--- config.mk ---
export PLATFORM = sky130hd
export DESIGN_NAME = snake_turn_scheduler
export DESIGN_NICKNAME = d
export VERILOG_FILES = /design/src/rtl/snake_game_pkg.sv /design/src/rtl/snake_turn_scheduler_frame_tick_gen.sv /design/src/rtl/snake_turn_scheduler.sv
export SDC_FILE = /design/constraint.sdc
export NUM_CORES = 1
export LEC_CHECK = 0
export ABC_AREA = 1
export CAP_MARGIN = 25
export CORE_UTILIZATION = 40
export DETAILED_ROUTE_END_ITERATION = 12
export DONT_BUFFER_PORTS = 1
export GPL_TIMING_DRIVEN = 0
export SLEW_MARGIN = 30
export SYNTH_ARGS = -nofsm -noshare
export SYNTH_HDL_FRONTEND = slang
export SYNTH_SLANG_ARGS = --single-unit
--- constraint.sdc ---
create_clock -name clk -period 4.4 [get_ports clk]
set_input_delay 0.22 -clock clk [delete_from_list [all_inputs] [get_ports clk]]
set_output_delay 0.22 -clock clk [all_outputs]
set_load 0.01 [all_outputs]
--- src/rtl/snake_game_pkg.sv ---
// snake_game_pkg: shared encodings, FSM state type and score helpers for the snake turn scheduler
package snake_game_pkg;
  localparam int SCORE_W = 8;
  localparam logic [1:0] ST_START = 2'b00, ST_PLAY = 2'b01, ST_TURN_END = 2'b10, ST_GAME_OVER = 2'b11;
  localparam logic [1:0] TEAM_NONE = 2'b00, TEAM_1 = 2'b01, TEAM_2 = 2'b10;
  typedef enum logic [2:0] {S_IDLE, S_COUNTDOWN, S_PLAY, S_TURN_END, S_SWITCH, S_DONE} state_t;
  function automatic logic [SCORE_W-1:0] sat_add(input logic [SCORE_W-1:0] a, input logic [SCORE_W-1:0] b);
    logic [SCORE_W:0] s;
    s = {1'b0, a} + {1'b0, b};
    return s[SCORE_W] ? '1 : s[SCORE_W-1:0];
  endfunction
  function automatic logic [1:0] status_of(input state_t s);
    return s == S_IDLE ? ST_START :
           (s == S_COUNTDOWN || s == S_PLAY) ? ST_PLAY :
           (s == S_TURN_END || s == S_SWITCH) ? ST_TURN_END : ST_GAME_OVER;
  endfunction
endpackage

--- src/rtl/snake_turn_scheduler_frame_tick_gen.sv ---
// frame_tick_gen: vsync falling-edge frame tick plus a clearable, saturating frame counter
module frame_tick_gen (
  input  logic        clk,
  input  logic        rst,
  input  logic        vsync,
  input  logic        clr,
  output logic        frame_tick,
  output logic [10:0] fcnt
);
  logic v0, v1;
  assign frame_tick = v1 & ~v0;
  always_ff @(posedge clk) begin
    if (rst) begin
      v0   <= 1'b1;
      v1   <= 1'b1;
      fcnt <= '0;
    end else begin
      v0   <= vsync;
      v1   <= v0;
      fcnt <= clr ? '0 : (frame_tick && fcnt != '1) ? fcnt + 11'd1 : fcnt;
    end
  end
endmodule

--- src/rtl/snake_turn_scheduler.sv ---
// snake_turn_scheduler: two-team turn FSM with frame-aligned status and saturating scores
// Optional per-turn frame limit enabled by defining TURN_TIMEOUT_EN.
module snake_turn_scheduler
  import snake_game_pkg::*;
#(
  parameter int NUM_TURNS        = 3,
  parameter int COUNTDOWN_FRAMES = 120,
  parameter int HOLD_FRAMES      = 90,
  parameter int TURN_FRAMES      = 1800
) (
  input  logic                clk,
  input  logic                rst,
  input  logic                vsync,
  input  logic                start_btn,
  input  logic                snake_dead,
  input  logic [SCORE_W-1:0]  run_score,
  output logic [1:0]          game_status,
  output logic [1:0]          current_team,
  output logic [SCORE_W-1:0]  team1_score,
  output logic [SCORE_W-1:0]  team2_score,
  output logic                game_complete,
  output logic                game_rst,
  output logic [6:0]          frames_left
);
  localparam int TW = $clog2(2 * NUM_TURNS + 1);
`ifdef TURN_TIMEOUT_EN
  localparam bit TIMEOUT_EN = 1'b1;
`else
  localparam bit TIMEOUT_EN = 1'b0;
`endif
  state_t state, state_n;
  logic frame_tick, clr, start_q, turn_end;
  logic [10:0] fcnt;
  logic [TW-1:0] turn, turn_n;
  logic [1:0] team_n;
  logic [SCORE_W-1:0] s1_n, s2_n;
  frame_tick_gen u_ftg (
    .clk        (clk),
    .rst        (rst),
    .vsync      (vsync),
    .clr        (clr),
    .frame_tick (frame_tick),
    .fcnt       (fcnt)
  );
  // a timeout coinciding with a death is still one turn end and one add
  assign turn_end = snake_dead | (TIMEOUT_EN && frame_tick && fcnt == 11'(TURN_FRAMES - 1));
  assign game_complete = state == S_DONE;
  assign frames_left = state == S_COUNTDOWN ? 7'(11'(COUNTDOWN_FRAMES) - fcnt) : '0;
  always_comb begin
    state_n = state;
    team_n  = current_team;
    s1_n    = team1_score;
    s2_n    = team2_score;
    turn_n  = turn;
    clr     = 1'b0;
    case (state)
      S_IDLE: if (start_btn) begin
        state_n = S_COUNTDOWN;
        team_n  = TEAM_1;
        s1_n    = '0;
        s2_n    = '0;
        turn_n  = '0;
        clr     = 1'b1;
      end
      S_COUNTDOWN: if (frame_tick && fcnt == 11'(COUNTDOWN_FRAMES - 1)) begin
        state_n = S_PLAY;
        clr     = 1'b1;
      end
      S_PLAY: if (turn_end) begin
        state_n = S_TURN_END;
        clr     = 1'b1;
        s1_n    = current_team == TEAM_1 ? sat_add(team1_score, run_score) : team1_score;
        s2_n    = current_team == TEAM_2 ? sat_add(team2_score, run_score) : team2_score;
      end
      S_TURN_END: if (frame_tick && fcnt == 11'(HOLD_FRAMES - 1)) state_n = S_SWITCH;
      S_SWITCH: begin
        turn_n  = turn + 1'b1;
        state_n = turn_n == TW'(2 * NUM_TURNS) ? S_DONE : S_COUNTDOWN;
        team_n  = turn_n == TW'(2 * NUM_TURNS) ? TEAM_NONE : (current_team == TEAM_1 ? TEAM_2 : TEAM_1);
        clr     = turn_n != TW'(2 * NUM_TURNS);
      end
      S_DONE: if (start_btn && !start_q) state_n = S_IDLE;
      default: state_n = S_IDLE;
    endcase
  end
  always_ff @(posedge clk) begin
    if (rst) begin
      state        <= S_IDLE;
      current_team <= TEAM_NONE;
      team1_score  <= '0;
      team2_score  <= '0;
      turn         <= '0;
      start_q      <= 1'b1;
      game_status  <= ST_START;
      game_rst     <= 1'b0;
    end else begin
      state        <= state_n;
      current_team <= team_n;
      team1_score  <= s1_n;
      team2_score  <= s2_n;
      turn         <= turn_n;
      start_q      <= start_btn;
      game_rst     <= state_n == S_COUNTDOWN && state != S_COUNTDOWN;
      if (frame_tick) game_status <= status_of(state);
    end
  end
endmodule
==> results.yml <==
worst_setup_path:
  crit_start: "team1_score[0]$_SDFFE_PP0P_"
  crit_arrival_ps: 2280
  r2r-start: "team1_score[0]$_SDFFE_PP0P_"
  crit_family: "compound AO/OA/AOI/OAI gates"
  worstSetupStartpointType: "register"
  r2r-end: "team1_score[6]$_SDFFE_PP0P_"
  critPathSlowestCell: "a21oi_1"
  cp.depth: 10
  crit_path_max_fanout: 7
  r2r_cells: 10
  max_stage_delay_ps: 540
  crit_path_end: "team1_score[6]$_SDFFE_PP0P_"
  cp-end-kind: "register"
  path_cells: "ha_1, inv_1, fa_1, inv_1, nand3_1, nand2_1, a21oi_1, nand3_1, nand2_1, a21oi_2"
  cp.buffers_inverters: 2
  required_ps: 4570
  reg2reg_slack_ps: 2290
  critical_path_class: "reg2reg"
synthesis:
  syn_area_um2: 3052
  synth_edf_count: 0
  ys.flop_type: "dfxtp_1"
  ys_async_sr_fraction_pct: 0
  syn_avg_cell_area_um2: 6.507
  ys_warn_count: 0
  synth_cell_type_count: 33
  yosys_register_bits: 41
  synth_nets: 505
  syn_inst: 469
  yosysSeqAreaShare_pct: 26.90
finish:
  seqCellArea_um2: 820.8
  stdcell_area_um2: 3302
  final_core_util_pct: 45.04
  nets: 513
  stdcell_count: 577
  fillers: 759
  drive_gt1_share_pct: 13.60
  antennaDiodeCount: 0
  multi_input_area_um2: 1889
  area_delta_synth_final_pct: 8.200
cts:
  clk_latency_ps: 300
  cts_tree: "built"
  cts_htree_levels: 2
  cts_made_buffers: 5
  cts_root_buf: "clkbuf_8"
  clk_pin_slew_ps: 80
  clock-sinks: 41
  clockBufferDepth: 2
  post-cts-setup-buffer-count: 0
die:
  dieHeight_um: 89.35
  boundaryPins: 42
  start_util_pct: 41.63
  design.core.area_um2: 7331
  rows: 31
  die-width_um: 89.35
  dieArea_um2: 7983
timing:
  worstMarginPinSlew_ps: 824.7
  finalSetupViolCount: 0
  rsz0062_at_grt: "false"
  tns_ps: 0
  final.setup_skew_ps: 6.748
  drv_slew: 0
  fmax_mhz: 472.9
  finalHoldViolCount: 0
  relSlewSlack_pct: 45.02
  period_minus_slack_ps: 2114
  post-route-period-util_pct: 48.06
power_and_ir_drop:
  p_leak_nw: 1.543
  powerDensity_nw_per_um2: 240.4
  vdd_drop_max_mv: 0.09980
placement:
  port_buffers: 0
  placed_cells: 568
  hpwl_um: 5395
  detailed_place.area_um2: 3176
  gp_congestion: 0.8254
drt:
  drt-initial-drc-count: 50
  post-route-drc-count: 0
  drt-total-wl_um: 7002
  antenna_left: 0
  routedWlPerCell_um: 12.14
  vias_per_cell: 4.749
  vias: 2740
  first_pass_iters: 4
global_route:
  grt_remaining_overflow: 0
  grt_max_degree: 13
  antenna_found_initial: 0
  track_usage_pct: 18.83
  grt_pass1_vias: 2564
  grt_pass1_wl_um: 11450
run:
  drv_cap: 0
min_path:
  hp-class: "in2reg"
status:
  status: "complete, no violations"
repair_timing:
action	in CTS	in global routing
gates resized for setup	0	0
hold buffers	1	0
hold endpoints to repair	1	0
sequential cells by signal, summed over array words and instances, names as in the netlist:
signal and count:
u_ftg.fcnt 11, turn 3, u_ftg.v0 1, team2_score 8, game_rst 1, team1_score 8, u_ftg.v1 1, game_status 2
current_team 2, state 3, start_q 1
worst min path at each step:
stage / startpoint / end / depth (start not counted)
finish: vsync / u_ftg.v0$_SDFF_PP1_ / 1
global route: vsync / u_ftg.v0$_SDFF_PP1_ / 1
CTS: vsync / u_ftg.v0$_SDFF_PP1_ / 1
detailed placement: rst / state[2]$_SDFF_PP0_ / 1
global placement: rst / state[2]$_SDFF_PP0_ / 1
floorplan: rst / state[2]$_SDFF_PP0_ / 1
placed cells by master (no fill, tap or decap), types with 2 or more instances in the layout:
| cell type | count |
|---|---|
| clkinv_2 | 2 |
| o21ai_0 | 10 |
| or2_2 | 3 |
| nor2_1 | 39 |
| buf_4 | 3 |
| xnor2_1 | 3 |
| nand3_1 | 29 |
| clkbuf_1 | 3 |
| nor2_4 | 3 |
| a21oi_1 | 18 |
| ha_1 | 21 |
| nand3_2 | 5 |
| dfxtp_1 | 41 |
| nor2_2 | 4 |
| inv_2 | 7 |
| nand4_1 | 5 |
| nand2_2 | 6 |
| xor2_1 | 8 |
| a21oi_2 | 21 |
| fa_1 | 2 |
| nor3_1 | 9 |
| o21ai_1 | 2 |
| nand3b_1 | 4 |
| clkbuf_8 | 6 |
| nand2_1 | 144 |
| a21boi_0 | 2 |
| inv_1 | 69 |
per-stage QoR:
step	setup slack (ps)	power [mW]	hold WS, ps
floorplan	2711	0.4592	289.1
global placement	2311	0.4777	294.9
detailed placement	2311	0.4781	292.5
CTS	2286	0.8104	22.27
global route	2120	0.8343	13.62
finish	2286	0.7937	29.97
cells in the mapped netlist (6+ instances only):
library cell	n	area share, %
a21oi_1	18	3.0
a21oi_2	21	6.0
dfxtp_1	41	27
ha_1	21	8.6
inv_1	69	8.5
inv_2	7	0.86
nand2_1	144	18
nand2_2	6	1.2
nand3_1	29	4.8
nor2_1	39	4.8
nor3_1	9	1.5
o21ai_0	10	1.6
xor2_1	8	2.3
per-layer routing:
metal / global-route usage (%) / wire, µm
met4: 7.504 / 119
met1: 22.38 / 3298
met3: 4.709 / 319
met5: 0 / 0
met2: 32.48 / 3266
report_power, final:
| group | internal [mW] | switching [mW] | total, mW | leakage, nW |
|---|---|---|---|---|
| logic | 0.0275 | 0.0607 | 0.0882 | 1.15 |
| registers | 0.376 | 0.00483 | 0.381 | 0.332 |
| clock network | 0.185 | 0.139 | 0.325 | 0.0585 |
logic make-up (layout without fill, tap and decap cells):
group	count (synthesis)	count (layout)	share of synthesized area, %
flops	41	41	26.90
xor+xnor	11	11	3.157
compound gates	56	56	12.14
fa+ha+maj	23	23	9.922
buf+inv	85	94	11.19
simple gates	253	253	36.70
layout make-up:
| cell class | instances | share of cell area (%) |
|---|---|---|
| Sequential cell | 41 | 24.86 |
| Tap cell | 99 | 3.751 |
| Multi-Input combinational cell | 343 | 57.22 |
| Clock buffer | 7 | 2.615 |
| Timing Repair Buffer | 1 | 0.3031 |
| Buffer | 7 | 1.402 |
| Clock inverter | 1 | 0.9094 |
| Inverter | 78 | 8.943 |
No activity file was read; power rests on OpenSTA's default activity.
